==> config.mk <==
export PLATFORM = sky130hd
export DESIGN_NAME = pipe_hazard_ctrl_flat
export DESIGN_NICKNAME = d
export VERILOG_FILES = /design/src/rtl/pipe_hazard_ctrl_if.sv /design/src/rtl/pipe_hazard_ctrl.sv /design/src/flat_wrapper.sv
export SDC_FILE = /design/constraint.sdc
export NUM_CORES = 1
export LEC_CHECK = 0
export CORE_MARGIN = 2
export CORE_UTILIZATION = 45
export DETAILED_ROUTE_END_ITERATION = 16
export PLACE_DENSITY_LB_ADDON = 0.2
export SLEW_MARGIN = 20
export SYNTH_ARGS = -nofsm -noshare
export SYNTH_HDL_FRONTEND = slang
export SYNTH_SLANG_ARGS = --single-unit
==> constraint.sdc <==
create_clock -name clk_in -period 2.35 [get_ports clk_in]
set_clock_uncertainty 0.05 [all_clocks]
set_input_delay 0.47 -clock clk_in [delete_from_list [all_inputs] [get_ports clk_in]]
set_output_delay 0.47 -clock clk_in [all_outputs]
set_load 0.01 [all_outputs]
==> src/rtl/pipe_hazard_ctrl_if.sv <==
// rtl/pipe_hazard_ctrl_if.sv - hazard controller bundle; perf ports under PIPE_PERF_CNT_EN
interface pipe_hazard_ctrl_if;
    logic        rdy_in;
    logic        stallreq_if;
    logic        stallreq_mem;
    logic        branch_or_not_ex;
    logic [31:0] branch_address_ex;
    logic        ld_in_ex;
    logic [4:0]  ld_rd_ex;
    logic [4:0]  id_rs1;
    logic [4:0]  id_rs2;
    logic        id_rs1_used;
    logic        id_rs2_used;
    logic [5:0]  stall;
    logic        flush_if_id;
    logic        flush_id_ex;
    logic        pc_redirect_valid;
    logic [31:0] pc_redirect_addr;
    logic        err_timeout;
`ifdef PIPE_PERF_CNT_EN
    logic [31:0] perf_flush_cnt;
    logic [31:0] perf_stall_cnt;
`endif

    // master is the hazard controller, slave is the pipeline it steers
    modport master (
        input  rdy_in, stallreq_if, stallreq_mem, branch_or_not_ex, branch_address_ex,
               ld_in_ex, ld_rd_ex, id_rs1, id_rs2, id_rs1_used, id_rs2_used,
        output stall, flush_if_id, flush_id_ex, pc_redirect_valid, pc_redirect_addr,
               err_timeout
`ifdef PIPE_PERF_CNT_EN
        , output perf_flush_cnt, perf_stall_cnt
`endif
    );

    modport slave (
        output rdy_in, stallreq_if, stallreq_mem, branch_or_not_ex, branch_address_ex,
               ld_in_ex, ld_rd_ex, id_rs1, id_rs2, id_rs1_used, id_rs2_used,
        input  stall, flush_if_id, flush_id_ex, pc_redirect_valid, pc_redirect_addr,
               err_timeout
`ifdef PIPE_PERF_CNT_EN
        , input perf_flush_cnt, perf_stall_cnt
`endif
    );
endinterface

==> src/rtl/pipe_hazard_ctrl.sv <==
// rtl/pipe_hazard_ctrl.sv - 5-stage pipeline stall/flush/redirect sequencer with MEM-wait watchdog
// Optional performance counters enabled by defining PIPE_PERF_CNT_EN.
module pipe_hazard_ctrl #(
    parameter int unsigned TIMEOUT_CYCLES = 1024
) (
    input  logic               clk_in,
    input  logic               rst_in,
    pipe_hazard_ctrl_if.master hz
);
    localparam int CW = (TIMEOUT_CYCLES > 0) ? $clog2(TIMEOUT_CYCLES + 1) : 1;
    localparam logic [CW-1:0] LIMIT = CW'(TIMEOUT_CYCLES);

    typedef enum logic {RUN, REDIR_PEND} state_t;

    state_t        fsm, fsm_nxt;
    logic [31:0]   pend_addr, pend_nxt;
    logic [CW-1:0] wait_cnt;
    logic          err_q;
    logic          load_use;

    assign load_use = hz.ld_in_ex && (hz.ld_rd_ex != 5'd0) &&
                      ((hz.id_rs1_used && (hz.id_rs1 == hz.ld_rd_ex)) ||
                       (hz.id_rs2_used && (hz.id_rs2 == hz.ld_rd_ex)));

    always_comb begin
        hz.stall             = 6'b000000;
        hz.flush_if_id       = 1'b0;
        hz.flush_id_ex       = 1'b0;
        hz.pc_redirect_valid = 1'b0;
        hz.pc_redirect_addr  = 32'h0;
        fsm_nxt              = fsm;
        pend_nxt             = pend_addr;
        if (!rst_in || !hz.rdy_in) begin
            hz.stall = 6'b111111;
        end else if (hz.stallreq_mem) begin
            // EX is held, so a resolved branch simply re-presents once MEM releases
            hz.stall = 6'b011111;
        end else if (fsm == RUN && hz.branch_or_not_ex && !hz.stallreq_if) begin
            hz.pc_redirect_valid = 1'b1;
            hz.pc_redirect_addr  = hz.branch_address_ex;
            hz.flush_if_id       = 1'b1;
            hz.flush_id_ex       = 1'b1;
        end else if (fsm == RUN && hz.branch_or_not_ex) begin
            pend_nxt       = hz.branch_address_ex;
            fsm_nxt        = REDIR_PEND;
            hz.stall       = 6'b000011;
            hz.flush_if_id = 1'b1;
            hz.flush_id_ex = 1'b1;
        end else if (fsm == REDIR_PEND && hz.stallreq_if) begin
            hz.stall       = 6'b000011;
            hz.flush_if_id = 1'b1;
            hz.flush_id_ex = 1'b1;
        end else if (fsm == REDIR_PEND) begin
            hz.pc_redirect_valid = 1'b1;
            hz.pc_redirect_addr  = pend_addr;
            hz.flush_if_id       = 1'b1;
            hz.flush_id_ex       = 1'b1;
            fsm_nxt              = RUN;
        end else if (load_use) begin
            hz.stall       = 6'b000111;
            hz.flush_id_ex = 1'b1;
        end else if (hz.stallreq_if) begin
            hz.stall       = 6'b000011;
            hz.flush_if_id = 1'b1;
        end
    end

    always_ff @(posedge clk_in or negedge rst_in) begin
        if (!rst_in) begin
            fsm       <= RUN;
            pend_addr <= 32'h0;
            wait_cnt  <= '0;
            err_q     <= 1'b0;
        end else if (hz.rdy_in) begin
            fsm       <= fsm_nxt;
            pend_addr <= pend_nxt;
            if (hz.stallreq_mem) begin
                // saturate at the limit; with TIMEOUT_CYCLES=0 the count never leaves zero
                if (wait_cnt != LIMIT) begin
                    wait_cnt <= wait_cnt + 1'b1;
                    if ((TIMEOUT_CYCLES != 0) && (wait_cnt + 1'b1 == LIMIT))
                        err_q <= 1'b1;
                end
            end else begin
                wait_cnt <= '0;
            end
        end
    end

    assign hz.err_timeout = err_q;

`ifdef PIPE_PERF_CNT_EN
    logic [31:0] flush_cnt_q, stall_cnt_q;

    always_ff @(posedge clk_in or negedge rst_in) begin
        if (!rst_in) begin
            flush_cnt_q <= 32'h0;
            stall_cnt_q <= 32'h0;
        end else begin
            if (hz.flush_id_ex)
                flush_cnt_q <= flush_cnt_q + 32'd1;
            if (hz.stall[0] && hz.rdy_in)
                stall_cnt_q <= stall_cnt_q + 32'd1;
        end
    end

    assign hz.perf_flush_cnt = flush_cnt_q;
    assign hz.perf_stall_cnt = stall_cnt_q;
`endif
endmodule

==> src/flat_wrapper.sv <==
// flat-port wrapper written by rule: the top's interface ports become plain ports
module pipe_hazard_ctrl_flat 
#(
    parameter int unsigned TIMEOUT_CYCLES = 1024
)
  (clk_in, rst_in, hz_rdy_in, hz_stallreq_if, hz_stallreq_mem, hz_branch_or_not_ex, hz_branch_address_ex, hz_ld_in_ex, hz_ld_rd_ex, hz_id_rs1, hz_id_rs2, hz_id_rs1_used, hz_id_rs2_used, hz_stall, hz_flush_if_id, hz_flush_id_ex, hz_pc_redirect_valid, hz_pc_redirect_addr, hz_err_timeout);
  pipe_hazard_ctrl_if hz_i ();
  input  logic clk_in;
  input  logic rst_in;
  input wire logic [$bits(hz_i.rdy_in)-1:0] hz_rdy_in;
  input wire logic [$bits(hz_i.stallreq_if)-1:0] hz_stallreq_if;
  input wire logic [$bits(hz_i.stallreq_mem)-1:0] hz_stallreq_mem;
  input wire logic [$bits(hz_i.branch_or_not_ex)-1:0] hz_branch_or_not_ex;
  input wire logic [$bits(hz_i.branch_address_ex)-1:0] hz_branch_address_ex;
  input wire logic [$bits(hz_i.ld_in_ex)-1:0] hz_ld_in_ex;
  input wire logic [$bits(hz_i.ld_rd_ex)-1:0] hz_ld_rd_ex;
  input wire logic [$bits(hz_i.id_rs1)-1:0] hz_id_rs1;
  input wire logic [$bits(hz_i.id_rs2)-1:0] hz_id_rs2;
  input wire logic [$bits(hz_i.id_rs1_used)-1:0] hz_id_rs1_used;
  input wire logic [$bits(hz_i.id_rs2_used)-1:0] hz_id_rs2_used;
  output wire logic [$bits(hz_i.stall)-1:0] hz_stall;
  output wire logic [$bits(hz_i.flush_if_id)-1:0] hz_flush_if_id;
  output wire logic [$bits(hz_i.flush_id_ex)-1:0] hz_flush_id_ex;
  output wire logic [$bits(hz_i.pc_redirect_valid)-1:0] hz_pc_redirect_valid;
  output wire logic [$bits(hz_i.pc_redirect_addr)-1:0] hz_pc_redirect_addr;
  output wire logic [$bits(hz_i.err_timeout)-1:0] hz_err_timeout;
  assign hz_i.rdy_in = hz_rdy_in;
  assign hz_i.stallreq_if = hz_stallreq_if;
  assign hz_i.stallreq_mem = hz_stallreq_mem;
  assign hz_i.branch_or_not_ex = hz_branch_or_not_ex;
  assign hz_i.branch_address_ex = hz_branch_address_ex;
  assign hz_i.ld_in_ex = hz_ld_in_ex;
  assign hz_i.ld_rd_ex = hz_ld_rd_ex;
  assign hz_i.id_rs1 = hz_id_rs1;
  assign hz_i.id_rs2 = hz_id_rs2;
  assign hz_i.id_rs1_used = hz_id_rs1_used;
  assign hz_i.id_rs2_used = hz_id_rs2_used;
  assign hz_stall = hz_i.stall;
  assign hz_flush_if_id = hz_i.flush_if_id;
  assign hz_flush_id_ex = hz_i.flush_id_ex;
  assign hz_pc_redirect_valid = hz_i.pc_redirect_valid;
  assign hz_pc_redirect_addr = hz_i.pc_redirect_addr;
  assign hz_err_timeout = hz_i.err_timeout;
  pipe_hazard_ctrl #(.TIMEOUT_CYCLES(TIMEOUT_CYCLES)) u_core (.clk_in(clk_in), .rst_in(rst_in), .hz(hz_i));
endmodule
==> results of run 1 <==
stage by stage:
| stage | utilization | worst slack [ps] | total power (uW) |
|---|---|---|---|
| after floorplan | - | 206 | 1280 |
| after global placement | 0.654 | -661 | 1520 |
| after detailed placement | 0.654 | -731 | 1540 |
| after CTS | 0.678 | 0.267 | 2150 |
| after global routing | 0.662 | -81.5 | 2260 |
| final | 0.662 | 20.4 | 2140 |
path summary, 6_finish.rpt:
| kind | endpoint | cells after the start | startpoint |
|---|---|---|---|
| worst max-delay path | hz_pc_redirect_addr[6] | 6 | hz_branch_or_not_ex |
| worst max register to register | u_core.hz.err_timeout | 6 | u_core.wait_cnt[0] |
| min in group clk_in | u_core.pend_addr[28] | 1 | u_core.pend_addr[28] |
| worst min-delay path | u_core.wait_cnt[6] | 2 | rst_in |
| max in group asynchronous | u_core.pend_addr[2] | 2 | rst_in |
| worst min register to register | u_core.pend_addr[28] | 1 | u_core.pend_addr[28] |
metal layers:
layer / global-route usage / vias up
li1: - / 1215
met1: 0.292 / 1232
met2: 0.399 / 78
met3: 0.0500 / 23
met4: 0.0966 / 0
met5: 0 / -
area by class of cell:
| cell class | instances | area [um^2] | area share |
|---|---|---|---|
| tap | 75 | 93.8 | 0.0244 |
| inverter | 5 | 21.3 | 0.00552 |
| multi-input combinational | 206 | 1510 | 0.393 |
| clock buffer | 7 | 86.3 | 0.0224 |
| timing repair buffer | 121 | 981 | 0.255 |
| clock inverter | 1 | 30.0 | 0.00780 |
| sequential | 45 | 1130 | 0.292 |
sequential cells by signal, summed over array words and instances (netlist names):
register / cells
u_core.wait_cnt: 11
u_core.fsm: 1
u_core.pend_addr: 32
u_core.hz.err_timeout: 1
kinds of logic after synthesis:
family | count (synthesis)
multiplexers | 34
adder cells (fa/ha/maj) | 3
flip-flops | 45
XOR/XNOR | 11
buffers and inverters | 25
AND/OR/NAND/NOR | 93
AO/OA/AOI/OAI | 65
layout by cell type, fill, tap and decap left out, types with 2 or more instances in the layout:
| master | Yosys | routed |
|---|---|---|
| nand3_1 | 4 | 4 |
| nand4_1 | 4 | 4 |
| inv_1 | 4 | 4 |
| clkdlybuf4s15_2 | 0 | 4 |
| nor3_1 | 6 | 6 |
| nor2_1 | 46 | 45 |
| a21oi_1 | 3 | 3 |
| a22oi_1 | 32 | 32 |
| clkdlybuf4s50_1 | 0 | 38 |
| o21ai_1 | 13 | 13 |
| ha_1 | 3 | 3 |
| buf_2 | 5 | 39 |
| o21ai_0 | 2 | 2 |
| buf_6 | 4 | 5 |
| o31ai_1 | 4 | 2 |
| nand2_1 | 19 | 18 |
| o31ai_4 | 0 | 2 |
| mux2_1 | 32 | 32 |
| dlygate4sd2_1 | 0 | 5 |
| dfrtp_1 | 45 | 45 |
| or3_1 | 2 | 2 |
| and3_1 | 2 | 2 |
| mux2i_1 | 2 | 2 |
| xnor2_1 | 10 | 6 |
| clkbuf_2 | 0 | 8 |
| xnor2_2 | 0 | 3 |
| clkbuf_8 | 0 | 6 |
| buf_4 | 3 | 16 |
| buf_12 | 0 | 4 |
| nor2_4 | 0 | 2 |
report_power, final:
| group | internal (uW) | total (uW) | switching [uW] |
|---|---|---|---|
| logic | 282 | 508 | 226 |
| registers | 937 | 1030 | 88.1 |
| clock network | 347 | 606 | 259 |
timing repair:
item | in CTS | in global routing
cloned | 1 | 0
endpoints found under the setup margin | 40 | 36
hold buffers | 1 | 0
hold endpoints to repair | 1 | 0
resized for setup | 182 | 48
buffers inserted | 6 | 0
pin swaps | 18 | 11
==> impl_metrics.env, run 1 <==
export IMPL_status="finished clean"
export IMPL_netlist_instances=276
export IMPL_rrSetupSlack_ps=450
export IMPL_wl_per_cell_um=15.9
export IMPL_syn_to_final_growth_pct=43.9
export IMPL_ys_flop_type="dfrtp_1"
export IMPL_maxCapViolCount=0
export IMPL_yosysMostFrequentCell="nor2_1"
export IMPL_fillers=483
export IMPL_cts_buffers=5
export IMPL_slew_headroom=0.630
export IMPL_synth_fa_ha_area_frac=0.0140
export IMPL_cp_num_buf_inv=3
export IMPL_yosys_top_cells_count="nor2_1 (46), dfrtp_1 (45), a22oi_1 (32), mux2_1 (32), nand2_1 (19)"
export IMPL_grt_total_usage=0.236
export IMPL_cts_root_buf="clkbuf_8"
export IMPL_wl_met2_mm=3.63
export IMPL_worstPathCellList="clkdlybuf4s50_1, nor3b_4, buf_6, a22oi_1, nor2_1, clkdlybuf4s15_2"
export IMPL_routed_wl_mm=7.30
export IMPL_whs_ps=291
export IMPL_power_density_nw_per_um2=556
export IMPL_cp_slowest_cell="clkdlybuf4s50_1"
export IMPL_yosys_area_share_simple=0.163
export IMPL_crit_path_max_fanout=16
export IMPL_hp_class="in -> async"
export IMPL_fmax_mhz=429
export IMPL_grt_first_pass_wirelength_mm=12.0
export IMPL_topRoutingLayerUsed="met4"
export IMPL_cts_buffer_depth=2
export IMPL_async_flop_share=1.00
export IMPL_io_pins=98
export IMPL_drive_gt1_frac=0.265
export IMPL_cts_tree="yes"
export IMPL_critical_path_class="in -> out"
export IMPL_synth_edf_count=0
export IMPL_num_vias=2548
export IMPL_fin_nets=443
export IMPL_synth_compound_area_frac=0.171
export IMPL_fp_row_count=28
export IMPL_grt_ovfl_total=0
export IMPL_dp_hpwl_mm=5.10
export IMPL_syn_avg_cell_area_um2=9.69
export IMPL_wl_met1_mm=3.02
export IMPL_layout_cells_non_filler=460
export IMPL_wl_met3_um=423
export IMPL_period_share=0.991
export IMPL_yosysSeqAreaShare=0.421
export IMPL_cts_sinks=45
export IMPL_die_w_um=81.1
export IMPL_p_leak_uw=0.00169
export IMPL_synth_area_leaders="dfrtp_1 (42%), mux2_1 (13%), a22oi_1 (9.0%)"
export IMPL_antenna_cells=0
export IMPL_ant_nets=0
export IMPL_dr_pass1_iters=4
export IMPL_grt_max_degree=45
export IMPL_critical_path_max_stage_delay_ps=480
export IMPL_die_area_um2=6580
export IMPL_finalHoldViolations=0
export IMPL_crit_family="buffers and inverters"
export IMPL_dpl_cell_area_um2=3800
export IMPL_ys_seq_elements=45
export IMPL_drc=0
export IMPL_synth_top_family_by_area="compound AO/OA/AOI/OAI gates"
export IMPL_worstSetupStartpointType="input port"
export IMPL_slew_viol_final=0
export IMPL_yosysUniqueCellTypes=46
export IMPL_place_inst=446
export IMPL_initial_core_util=0.460
export IMPL_synthMuxAreaShare=0.142
export IMPL_coreArea_um2=5820
export IMPL_antenna_found_initial=0
export IMPL_clk_pin_slew_ps=80
export IMPL_htree_levels=2
export IMPL_setup_tns_ps=0
export IMPL_setup_violations=0
export IMPL_worstMarginPinSlew_ps=556
export IMPL_syn_num_nets=335
export IMPL_port_buffers=97
export IMPL_min_period_ps=2330
export IMPL_rsz0062_at_grt="true"
export IMPL_grt_pass1_vias=2464
export IMPL_worstPathArrival_ps=1810
export IMPL_viasPerCell=5.54
export IMPL_netlist_area_um2=2680
export IMPL_clk_latency_ps=290
export IMPL_gp_congestion=0.859
export IMPL_drt_iter0_drc=187
export IMPL_peakVddDrop_v=0.000390
export IMPL_yosysTopAreaCellShare=0.421
export IMPL_yosysWarnings=0
export IMPL_synth_area_leader_cell="dfrtp_1"
export IMPL_die_h_um=81.1
export IMPL_required_ps=1830
export IMPL_final_cell_area_um2=3850
export IMPL_cp_end_kind="output pin"
export IMPL_synth_xor_xnor_area_share=0.0360
Note: power is estimated with default switching activity, not from simulation.
==> inputs of run 2 (changes only) <==
--- a/config.mk
+++ b/config.mk
@@ -8,6 +8,8 @@
 export CORE_MARGIN = 2
 export CORE_UTILIZATION = 45
 export DETAILED_ROUTE_END_ITERATION = 16
+export GPL_ROUTABILITY_DRIVEN = 0
+export GPL_TIMING_DRIVEN = 1
 export PLACE_DENSITY_LB_ADDON = 0.2
 export SLEW_MARGIN = 20
 export SYNTH_ARGS = -nofsm -noshare
==> results of run 2 <==
Final layout, timing and power as in run 1 (identical DEF).
==> inputs of run 3 (changes only) <==
--- a/config.mk
+++ b/config.mk
@@ -8,9 +8,9 @@
 export CORE_MARGIN = 2
 export CORE_UTILIZATION = 45
 export DETAILED_ROUTE_END_ITERATION = 16
-export GPL_ROUTABILITY_DRIVEN = 0
 export GPL_TIMING_DRIVEN = 1
 export PLACE_DENSITY_LB_ADDON = 0.2
+export SKIP_CTS_REPAIR_TIMING = 1
 export SLEW_MARGIN = 20
 export SYNTH_ARGS = -nofsm -noshare
 export SYNTH_HDL_FRONTEND = slang
==> impl_metrics.env, run 3 (synthesized netlist as in run 1, its figures left out) <==
export IMPL_status="finished clean"
export IMPL_multi_input_area_um2=1460
export IMPL_gp_congestion=0.859
export IMPL_num_vias=2554
export IMPL_grt_max_degree=45
export IMPL_timing_final_ws_setup_ps=33.7
export IMPL_worstMarginPinSlew_ps=553
export IMPL_dp_slack_ps=-731
export IMPL_largest_reg_flops=32
export IMPL_crit_start="hz_ld_rd_ex[2]"
export IMPL_coreArea_um2=5820
export IMPL_worstSetupStartpointType="input port"
export IMPL_die_h_um=81.1
export IMPL_power_density_nw_per_um2=520
export IMPL_grt_ovfl_total=0
export IMPL_cts_sinks=45
export IMPL_p_leak_uw=0.00237
export IMPL_clk_latency_ps=290
export IMPL_routed_wl_mm=7.47
export IMPL_fin_nets=446
export IMPL_antenna_cells=0
export IMPL_dpl_cell_area_um2=3800
export IMPL_hp_class="in -> async"
export IMPL_wl_per_cell_um=16.1
export IMPL_htree_levels=2
export IMPL_clk_pin_slew_ps=90
export IMPL_slew_viol_final=0
export IMPL_viasPerCell=5.52
export IMPL_dp_hpwl_mm=5.10
export IMPL_drc=0
export IMPL_drt_iter0_drc=156
export IMPL_cts_tree="yes"
export IMPL_period_share=0.986
export IMPL_fmax_mhz=432
export IMPL_cts_buffers=5
export IMPL_antenna_found_initial=0
export IMPL_layout_common_cells="dlymetal6s2s_1 (49), nor2_1 (46), dfrtp_1 (45)"
export IMPL_setup_violations=0
export IMPL_peakVddDrop_v=0.000428
export IMPL_final_cell_area_um2=4170
export IMPL_critical_path_max_stage_delay_ps=500
export IMPL_reg_top3="u_core.pend_addr x32, u_core.wait_cnt x11"
export IMPL_required_ps=1830
export IMPL_cp_end_kind="output pin"
export IMPL_fillers=436
export IMPL_grt_first_pass_wirelength_mm=11.5
export IMPL_cp_slowest_cell="or4_1"
export IMPL_drive_gt1_frac=0.152
export IMPL_grt_pass1_vias=2398
export IMPL_cts_root_buf="clkbuf_8"
export IMPL_cts_buffer_depth=2
export IMPL_fp_row_count=28
export IMPL_worstPathCellList="buf_6, or4_1, o211ai_1, buf_4, o31ai_4, buf_2"
export IMPL_whs_ps=289
export IMPL_maxCapViolCount=0
export IMPL_rrSetupSlack_ps=450
export IMPL_io_pins=98
export IMPL_top_register="u_core.pend_addr"
export IMPL_critical_path_class="in -> out"
export IMPL_worstPathArrival_ps=1800
export IMPL_initial_core_util=0.460
export IMPL_regArea_um2=1130
export IMPL_finalHoldViolations=0
export IMPL_setup_tns_ps=0
export IMPL_rsz0062_at_grt="true"
export IMPL_slew_headroom=0.631
export IMPL_grt_total_usage=0.225
export IMPL_final_common_cell="dlymetal6s2s_1"
export IMPL_syn_to_final_growth_pct=55.8
export IMPL_port_buffers=97
export IMPL_die_area_um2=6580
export IMPL_min_period_ps=2320
export IMPL_die_w_um=81.1
export IMPL_reg2regPathDepth=6
export IMPL_crit_path_max_fanout=4
export IMPL_ant_nets=0
export IMPL_dr_pass1_iters=4
export IMPL_r2r_start="u_core.wait_cnt[0]"
[run 3: cell count changes in the layout (fill, tap and decap cells not counted), moves of 2 or more]
| cell | change |
|---|---|
| buf_2 | -35 |
| buf_4 | +2 |
| clkbuf_2 | -3 |
| dlygate4sd2_1 | -5 |
| xnor2_2 | -2 |
| xnor2_1 | +3 |
| clkbuf_16 | +2 |
| dlymetal6s2s_1 | +49 |
| clkdlybuf4s15_2 | -4 |
[run 3: path summary, 6_finish.rpt]
kind                                         endpoint
min in group clk_in               u_core.pend_addr[4]
worst min-delay path              u_core.pend_addr[0]
max in group asynchronous         u_core.pend_addr[8]
worst max-delay path                      hz_stall[2]
worst max register to register  u_core.hz.err_timeout
worst min register to register    u_core.pend_addr[4]
[run 3: report_power, final]
| group | switching [uW] | internal [uW] | leakage, uW |
|---|---|---|---|
| Clock | 260 | 347 | 0.0000585 |
| Sequential | 89.9 | 937 | 0.000581 |
| Combinational | 227 | 309 | 0.00173 |
| Total | 576 | 1590 | 0.00237 |
[run 3: critical path, delay by kind of cell]
family / cells / cell delay [ps]
buf+inv: 3 / 440
compound gates: 2 / 380
simple gates: 1 / 500
[run 3: per-layer routing]
metal	vias up	share of wire	wire length, um	global-route usage
met3	20	0.057	422	0.0456
met5	-	0	0	0
met1	1234	0.41	3020	0.282
met2	78	0.51	3780	0.383
met4	0	0.032	238	0.0831
li1	1222	-	-	-
[run 3: layout make-up]
class	count	area share
multi-input combinational	206	0.351
timing repair buffer	124	0.324
sequential	45	0.270
tap	75	0.0225
clock buffer	7	0.0207
clock inverter	1	0.00721
inverter	5	0.00510
[run 3: stage by stage]
stage,power [uW],util,cells
6_report,2170,0.717,463
4_1_cts,2150,0.674,454
3_3_place_gp,1520,0.654,446
3_5_place_dp,1540,0.654,446
5_1_grt,2290,0.717,463
2_1_floorplan,1280,-,276
